===== src/rtl/smart_house_load_scheduler.sv =====
// Power-budget arbiter for the house appliances: admits at most one request per
// clock, round-robin, keeping the granted cost within BUDGET and enforcing a minimum on-time.
module smart_house_load_scheduler #(
  parameter int BUDGET      = 8,
  parameter int COST_LIGHT  = 1,
  parameter int COST_MUSIC  = 2,
  parameter int COST_COOLER = 5,
  parameter int COST_HEATER = 5,
  parameter int MIN_ON      = 16,
  parameter int TW          = 5
) (
  input  logic       clock,
  input  logic       reset,
  input  logic [3:0] req,
  output logic [3:0] grant,
  output logic [7:0] power_used,
  output logic [3:0] waiting
);

  logic [3:0]    r_grant;
  logic [1:0]    r_ptr;
  logic [7:0]    r_power;
  logic [TW-1:0] r_timer [4];

  logic [3:0] w_grel;
  logic [7:0] w_prel;
  logic [3:0] w_cand;
  logic       w_admit;
  logic [1:0] w_idx;
  logic [3:0] w_grant_nxt;

  function automatic logic [7:0] f_cost(input logic [1:0] i);
    case (i)
      2'd0:    f_cost = 8'(COST_LIGHT);
      2'd1:    f_cost = 8'(COST_MUSIC);
      2'd2:    f_cost = 8'(COST_COOLER);
      default: f_cost = 8'(COST_HEATER);
    endcase
  endfunction

  function automatic logic [7:0] f_sum(input logic [3:0] g);
    f_sum = 8'd0;
    for (int i = 0; i < 4; i++)
      if (g[i]) f_sum = f_sum + f_cost(2'(i));
  endfunction

  // Release phase: a grant only drops once its request is gone and min-on has elapsed
  always_comb begin
    w_grel = r_grant;
    for (int i = 0; i < 4; i++)
      if (r_grant[i] && !req[i] && (r_timer[i] == '0)) w_grel[i] = 1'b0;
  end

  assign w_prel = f_sum(w_grel);

  // Admit phase candidates; the budget compare is one bit wider so no cost can wrap
  always_comb begin
    w_cand = 4'b0000;
    for (int i = 0; i < 4; i++)
      w_cand[i] = req[i] && !w_grel[i] &&
                  (({1'b0, w_prel} + {1'b0, f_cost(2'(i))}) <= 9'(BUDGET));
    if (w_grel[3]) w_cand[2] = 1'b0;
    if (w_grel[2]) w_cand[3] = 1'b0;
  end

  always_comb begin
    w_admit = 1'b0;
    w_idx   = r_ptr;
    for (int k = 0; k < 4; k++) begin
      if (!w_admit && w_cand[r_ptr + 2'(k)]) begin
        w_admit = 1'b1;
        w_idx   = r_ptr + 2'(k);
      end
    end
  end

  assign w_grant_nxt = w_grel | (w_admit ? (4'b0001 << w_idx) : 4'b0000);

  always_ff @(posedge clock or negedge reset) begin
    if (!reset) begin
      r_grant <= 4'b0000;
      r_ptr   <= 2'd0;
      r_power <= 8'd0;
      for (int i = 0; i < 4; i++) r_timer[i] <= '0;
    end else begin
      r_grant <= w_grant_nxt;
      r_power <= f_sum(w_grant_nxt);
      if (w_admit) r_ptr <= w_idx + 2'd1;
      for (int i = 0; i < 4; i++) begin
        if (w_admit && (w_idx == 2'(i)))
          r_timer[i] <= TW'(MIN_ON - 1);
        else if (w_grel[i] && (r_timer[i] != '0))
          r_timer[i] <= r_timer[i] - 1'b1;
        else if (!w_grel[i])
          r_timer[i] <= '0;
      end
    end
  end

  assign grant      = r_grant;
  assign power_used = r_power;
  assign waiting    = req & ~r_grant;

endmodule


===== config.mk =====
export PLATFORM = sky130hd
export DESIGN_NAME = smart_house_load_scheduler
export DESIGN_NICKNAME = d
export VERILOG_FILES = /design/src/rtl/smart_house_load_scheduler.sv
export SDC_FILE = /design/constraint.sdc
export NUM_CORES = 1
export LEC_CHECK = 0
export ABC_AREA = 1
export CELL_PAD_IN_SITES_DETAIL_PLACEMENT = 1
export CELL_PAD_IN_SITES_GLOBAL_PLACEMENT = 1
export CORE_UTILIZATION = 47
export DETAILED_ROUTE_END_ITERATION = 7
export GPL_TIMING_DRIVEN = 0
export PLACE_DENSITY = 0.87
export SLEW_MARGIN = 40
export SYNTH_ARGS = -nofsm -noshare
export SYNTH_HDL_FRONTEND = slang
export SYNTH_SLANG_ARGS = --single-unit
export TNS_END_PERCENT = 100

===== constraint.sdc =====
create_clock -name clock -period 9.2 [get_ports clock]
set_input_delay 2.3 -clock clock [delete_from_list [all_inputs] [get_ports clock]]
set_output_delay 2.3 -clock clock [all_outputs]
set_load 0.01 [all_outputs]

==> results list <==
* Die X-Extent: between 70 and 80 µm
* HPWL Detailed: approximately 4500 µm
- Destination of the worst hold path: r_timer[1]
- In the layout the commonest cells are sky130_fd_sc_hd__nand2_1 (55), sky130_fd_sc_hd__inv_1 (33), sky130_fd_sc_hd__nand3_1 (32).
- The setup check on the worst reg-to-reg path leaves a slack of around 3.7 ns.
- Run status: finished, final reports clean
- Antenna cells: 0
* Library cell used as clock root buffer: sky130_fd_sc_hd__clkbuf_8
* Avg Synthesized Cell Area: 8.049 µm²
* Data required time of the worst path: 9.38 ns
* Number of buffers added on ports: 18
* Vias in the first global route: 2075
- Switching Fraction: 52.74%
- Final-layout setup total negative slack: 0 ns
* Setup Buffers After CTS: 0
- Power Total: 0.001220 W
* Max-slew violation count: 0
- Of the total synthesized cell area, the portion taken by full adders, half adders and majority gates is around 7.8%.
- The clock arrives with 0.008740 ns of skew.
- The floorplan has 25 rows.
- In this run, distinct cell masters in the synthesized netlist total between 40 and 50.
* Post-synthesis sequential area ratio: 32.34%
- At the end of the flow, the number of nets in the layout was ~350.
* Critical path fanouts, max: 7
- CP Data Arrival Time: 7.40 ns
- The setup path with the least slack is of type in2reg.
- First-pass GRT wire length: roughly 9700 µm
- After synthesis, the largest family of logic cells by area is simple AND/OR/NAND/NOR gates.
- Count of hold buffers inserted by post-cts repair: 0
- The initial utilization of the core area, before any placement, comes to between 40 and 50%.
- The detailed router finished its first iteration with 89 violations.
- Die Outline Area: roughly 0.0054 mm²
- Area share of xor/xnor cells in the synthesized design: about 3.6%
- Cells with a size suffix above 1 make up between 20% and 30% of the layout.
* Routed wire length: roughly 5700 µm
- The clock passes through at most 2 buffers.
* Multi-input logic area: approximately 0.0014 mm²
* Finished Core Util: around 58%
* Power density cells: roughly 440 mW/mm²
- Tot GR Track Use: roughly a quarter
- Endpoint of the worst register-to-register path: power_used[2]
- Of the post-synthesis cell area, the part taken by muxes is 0%.
* Congestion Overflow GR: 0
- Max-cap violations in this run came to 0.
* DRT Pass-1 Iters: 4
* Clock network power share: a little under 9%
- Cells after synthesis: slightly below 300
- Combinational logic burns between 70% and 80% of the power.
- Registers are responsible for between 20% and 30% of the overall power.
- R2R depth: approximately 40
* Number of antenna violations at the first check in global routing: 0
- I/O pins: 22
- Number of cells in the finished layout apart from fillers: about 400
- The synthesized netlist devotes a little over a tenth of its cell area to compound gates.
- Clock latency on the worst-skew pair, taken at its later pin, is about 0.29 ns.
- Critical path endpoint category: flop
- Resized Gates After CTS: 0
- Number of remaining DRC errors: 0
- Counting the fill cells in the layout gives 638.
- The routed design could run at a clock period as short as 7.213 ns.
- Clock-pin slew was measured on the worst setup and hold paths at approximately 0.070 ns.
- Wire per inst: between 10 and 15 µm
* Clock Sinks: 31
* Share of the clock period used by the worst path: between 70% and 80%
- Placed cell count: 386
- Routability-driven placement finished with a final weighted congestion of approximately 0.75.
- The min-delay analysis places its worst path in the category reg2reg.
- CP Launch Type: input port
- Most common library cell in the layout ignoring fill and taps: sky130_fd_sc_hd__nand2_1
- Area overhead of the layout relative to synthesis: 15.81%
- The critical path starts at req[1].
* Launch instance of the worst min-delay path: r_timer[1]
- For this design, the slowest cell found on the critical path is sky130_fd_sc_hd__clkdlybuf4s50_1.
- Number of cells on the worst hold path: 2
* Startpoint of the most critical register-to-register path: r_timer[10]
- The floorplan step set the die height to 73.44 µm.
- Switching Power: between 0.0006 and 0.0007 W
- Maximum clock frequency: roughly 140 MHz
- For this design the static power due to leakage is approximately 1.3 nW.
- Via count of the routed design: 2110
* Setup repair after global routing missed its margin: false
* Most numerous cell on the critical path: sky130_fd_sc_hd__nand2_1
- In this run the cell area measured after placement is between 0.002 and 0.003 mm².
- Dividing the detail-routed via count by the number of cells gives between 5 and 6.
* Area of the core: 0.004817 mm²
- TritonCTS created 5 clock buffers.
* Synth warnings: 0
* Power Internal: roughly 0.00058 W
* Summed instance area of the synthesized netlist: about 0.0024 mm²
* Post-Synth Simple-Gate Area: 37.25%
- Post-route cell area: roughly 0.0028 mm²
- Maximum level of the CTS H-tree: 2
* Number of failing hold endpoints at the final stage: 0
- Summing all flip-flop and latch instances after layout gives between 700 and 800 µm².
- Worst IR drop on VDD: approximately 0.00027 V
- Post-synthesis sequential element count: 31
- Setup violations remaining at the end of the flow were counted as 0.
* Antenna-violating nets left: 0
- On the worst path, the slowest cell contributes a delay of 0.39 ns.
- TritonCTS built the clock tree.
- Entering global routing, the biggest net connects 23 pins.
through the flow:
| step | worst slack, ns | hold WS [ns] |
|---|---|---|
| 2_1_floorplan | 2.819 | 0.4801 |
| 3_3_place_gp | 1.799 | 0.5078 |
| 3_5_place_dp | 1.656 | 0.5289 |
| 4_1_cts | 1.955 | 0.5437 |
| 5_1_grt | 1.443 | 0.5594 |
| 6_report | 1.987 | 0.5460 |
how the worst max path moves through the flow:
stage | to | cells after the start
after CTS | power_used[2] | 41
final | power_used[2] | 41
after floorplan | power_used[2] | 40
after global routing | power_used[2] | 41
after global placement | power_used[2] | 37
after detailed placement | power_used[2] | 41
Yosys cell counts:
cell,count,area [µm²]
sky130_fd_sc_hd__a21oi_4,1,16.27
sky130_fd_sc_hd__and3_1,2,12.51
sky130_fd_sc_hd__xor2_1,2,17.52
sky130_fd_sc_hd__clkbuf_2,1,5.000
sky130_fd_sc_hd__nand3_2,7,70.07
sky130_fd_sc_hd__ha_1,15,187.7
sky130_fd_sc_hd__dfrtp_1,31,775.7
sky130_fd_sc_hd__nand4_4,1,21.27
sky130_fd_sc_hd__clkinv_1,2,7.510
sky130_fd_sc_hd__nand2_4,11,123.9
sky130_fd_sc_hd__nand2_2,18,112.6
sky130_fd_sc_hd__nor2_2,5,31.28
sky130_fd_sc_hd__nand3b_1,1,7.510
sky130_fd_sc_hd__nor3_2,2,20.02
sky130_fd_sc_hd__nor3_1,6,30.03
sky130_fd_sc_hd__and2_1,1,6.260
sky130_fd_sc_hd__inv_6,1,8.760
sky130_fd_sc_hd__conb_1,1,3.750
sky130_fd_sc_hd__o31ai_1,2,15.01
sky130_fd_sc_hd__a32oi_1,2,17.52
sky130_fd_sc_hd__nand4_1,8,50.05
sky130_fd_sc_hd__nand3_1,32,160.2
sky130_fd_sc_hd__buf_4,3,22.52
sky130_fd_sc_hd__nor2_1,8,30.03
sky130_fd_sc_hd__nand2_1,55,206.5
sky130_fd_sc_hd__o311ai_0,2,17.52
sky130_fd_sc_hd__inv_2,4,15.01
sky130_fd_sc_hd__o21ai_0,13,65.06
sky130_fd_sc_hd__a21boi_1,1,7.510
sky130_fd_sc_hd__o21a_1,1,7.510
sky130_fd_sc_hd__o21ai_1,5,25.02
sky130_fd_sc_hd__xor2_2,1,16.27
sky130_fd_sc_hd__inv_1,33,123.9
sky130_fd_sc_hd__a21oi_2,1,8.760
sky130_fd_sc_hd__nor2_4,1,11.26
sky130_fd_sc_hd__xnor2_1,6,52.55
sky130_fd_sc_hd__buf_8,1,15.01
sky130_fd_sc_hd__o21ai_2,3,26.28
sky130_fd_sc_hd__a31oi_1,4,25.02
sky130_fd_sc_hd__a21oi_1,3,15.01
sky130_fd_sc_hd__a211oi_1,1,7.510
area by class of cell:
class / instances / share of cell area, %
Buffer: 5 / 1.532
Multi-Input combinational cell: 224 / 51.58
Clock buffer: 6 / 2.613
Timing Repair Buffer: 19 / 7.297
Sequential cell: 31 / 27.93
Tap cell: 67 / 3.018
Clock inverter: 2 / 0.4505
Inverter: 40 / 5.586
sequential cells by signal, summed over array words and instances (netlist names):
| signal | flops |
|---|---|
| r_ptr | 2 |
| power_used | 5 |
| r_timer | 20 |
| grant | 4 |
kinds of logic after synthesis:
logic type / Yosys count
simple gates: 158
buf+inv: 45
compound gates: 39
flops: 31
other cells: 1
fa+ha+maj: 15
xor+xnor: 9
per-layer routing:
layer | vias to the layer above | wire, µm | GRT usage, %
li1 | 1047 | - | -
met1 | 1023 | 2568 | 29.27
met2 | 35 | 2990 | 43.52
met3 | 5 | 143 | 4.115
met4 | 0 | 40 | 4.487
met5 | - | 0 | 0
power groups by stage:
stage               Combinational (W)  Clock [W]  Sequential, W
finish                       0.000866   0.000107       0.000247
global route                 0.000976   0.000116       0.000255
CTS                          0.000876   0.000110       0.000248
detailed placement           0.000861          0       0.000250
global placement             0.000823          0       0.000247
floorplan                    0.000673          0       0.000245
critical path: cells and delay by family:
kind | cells | cell delay [ns]
buffers and inverters | 8 | 0.98
AND/OR/NAND/NOR | 25 | 2.52
adder cells (fa/ha/maj) | 6 | 1.37
AO/OA/AOI/OAI | 2 | 0.24
Note: power is estimated with default switching activity, not from simulation.
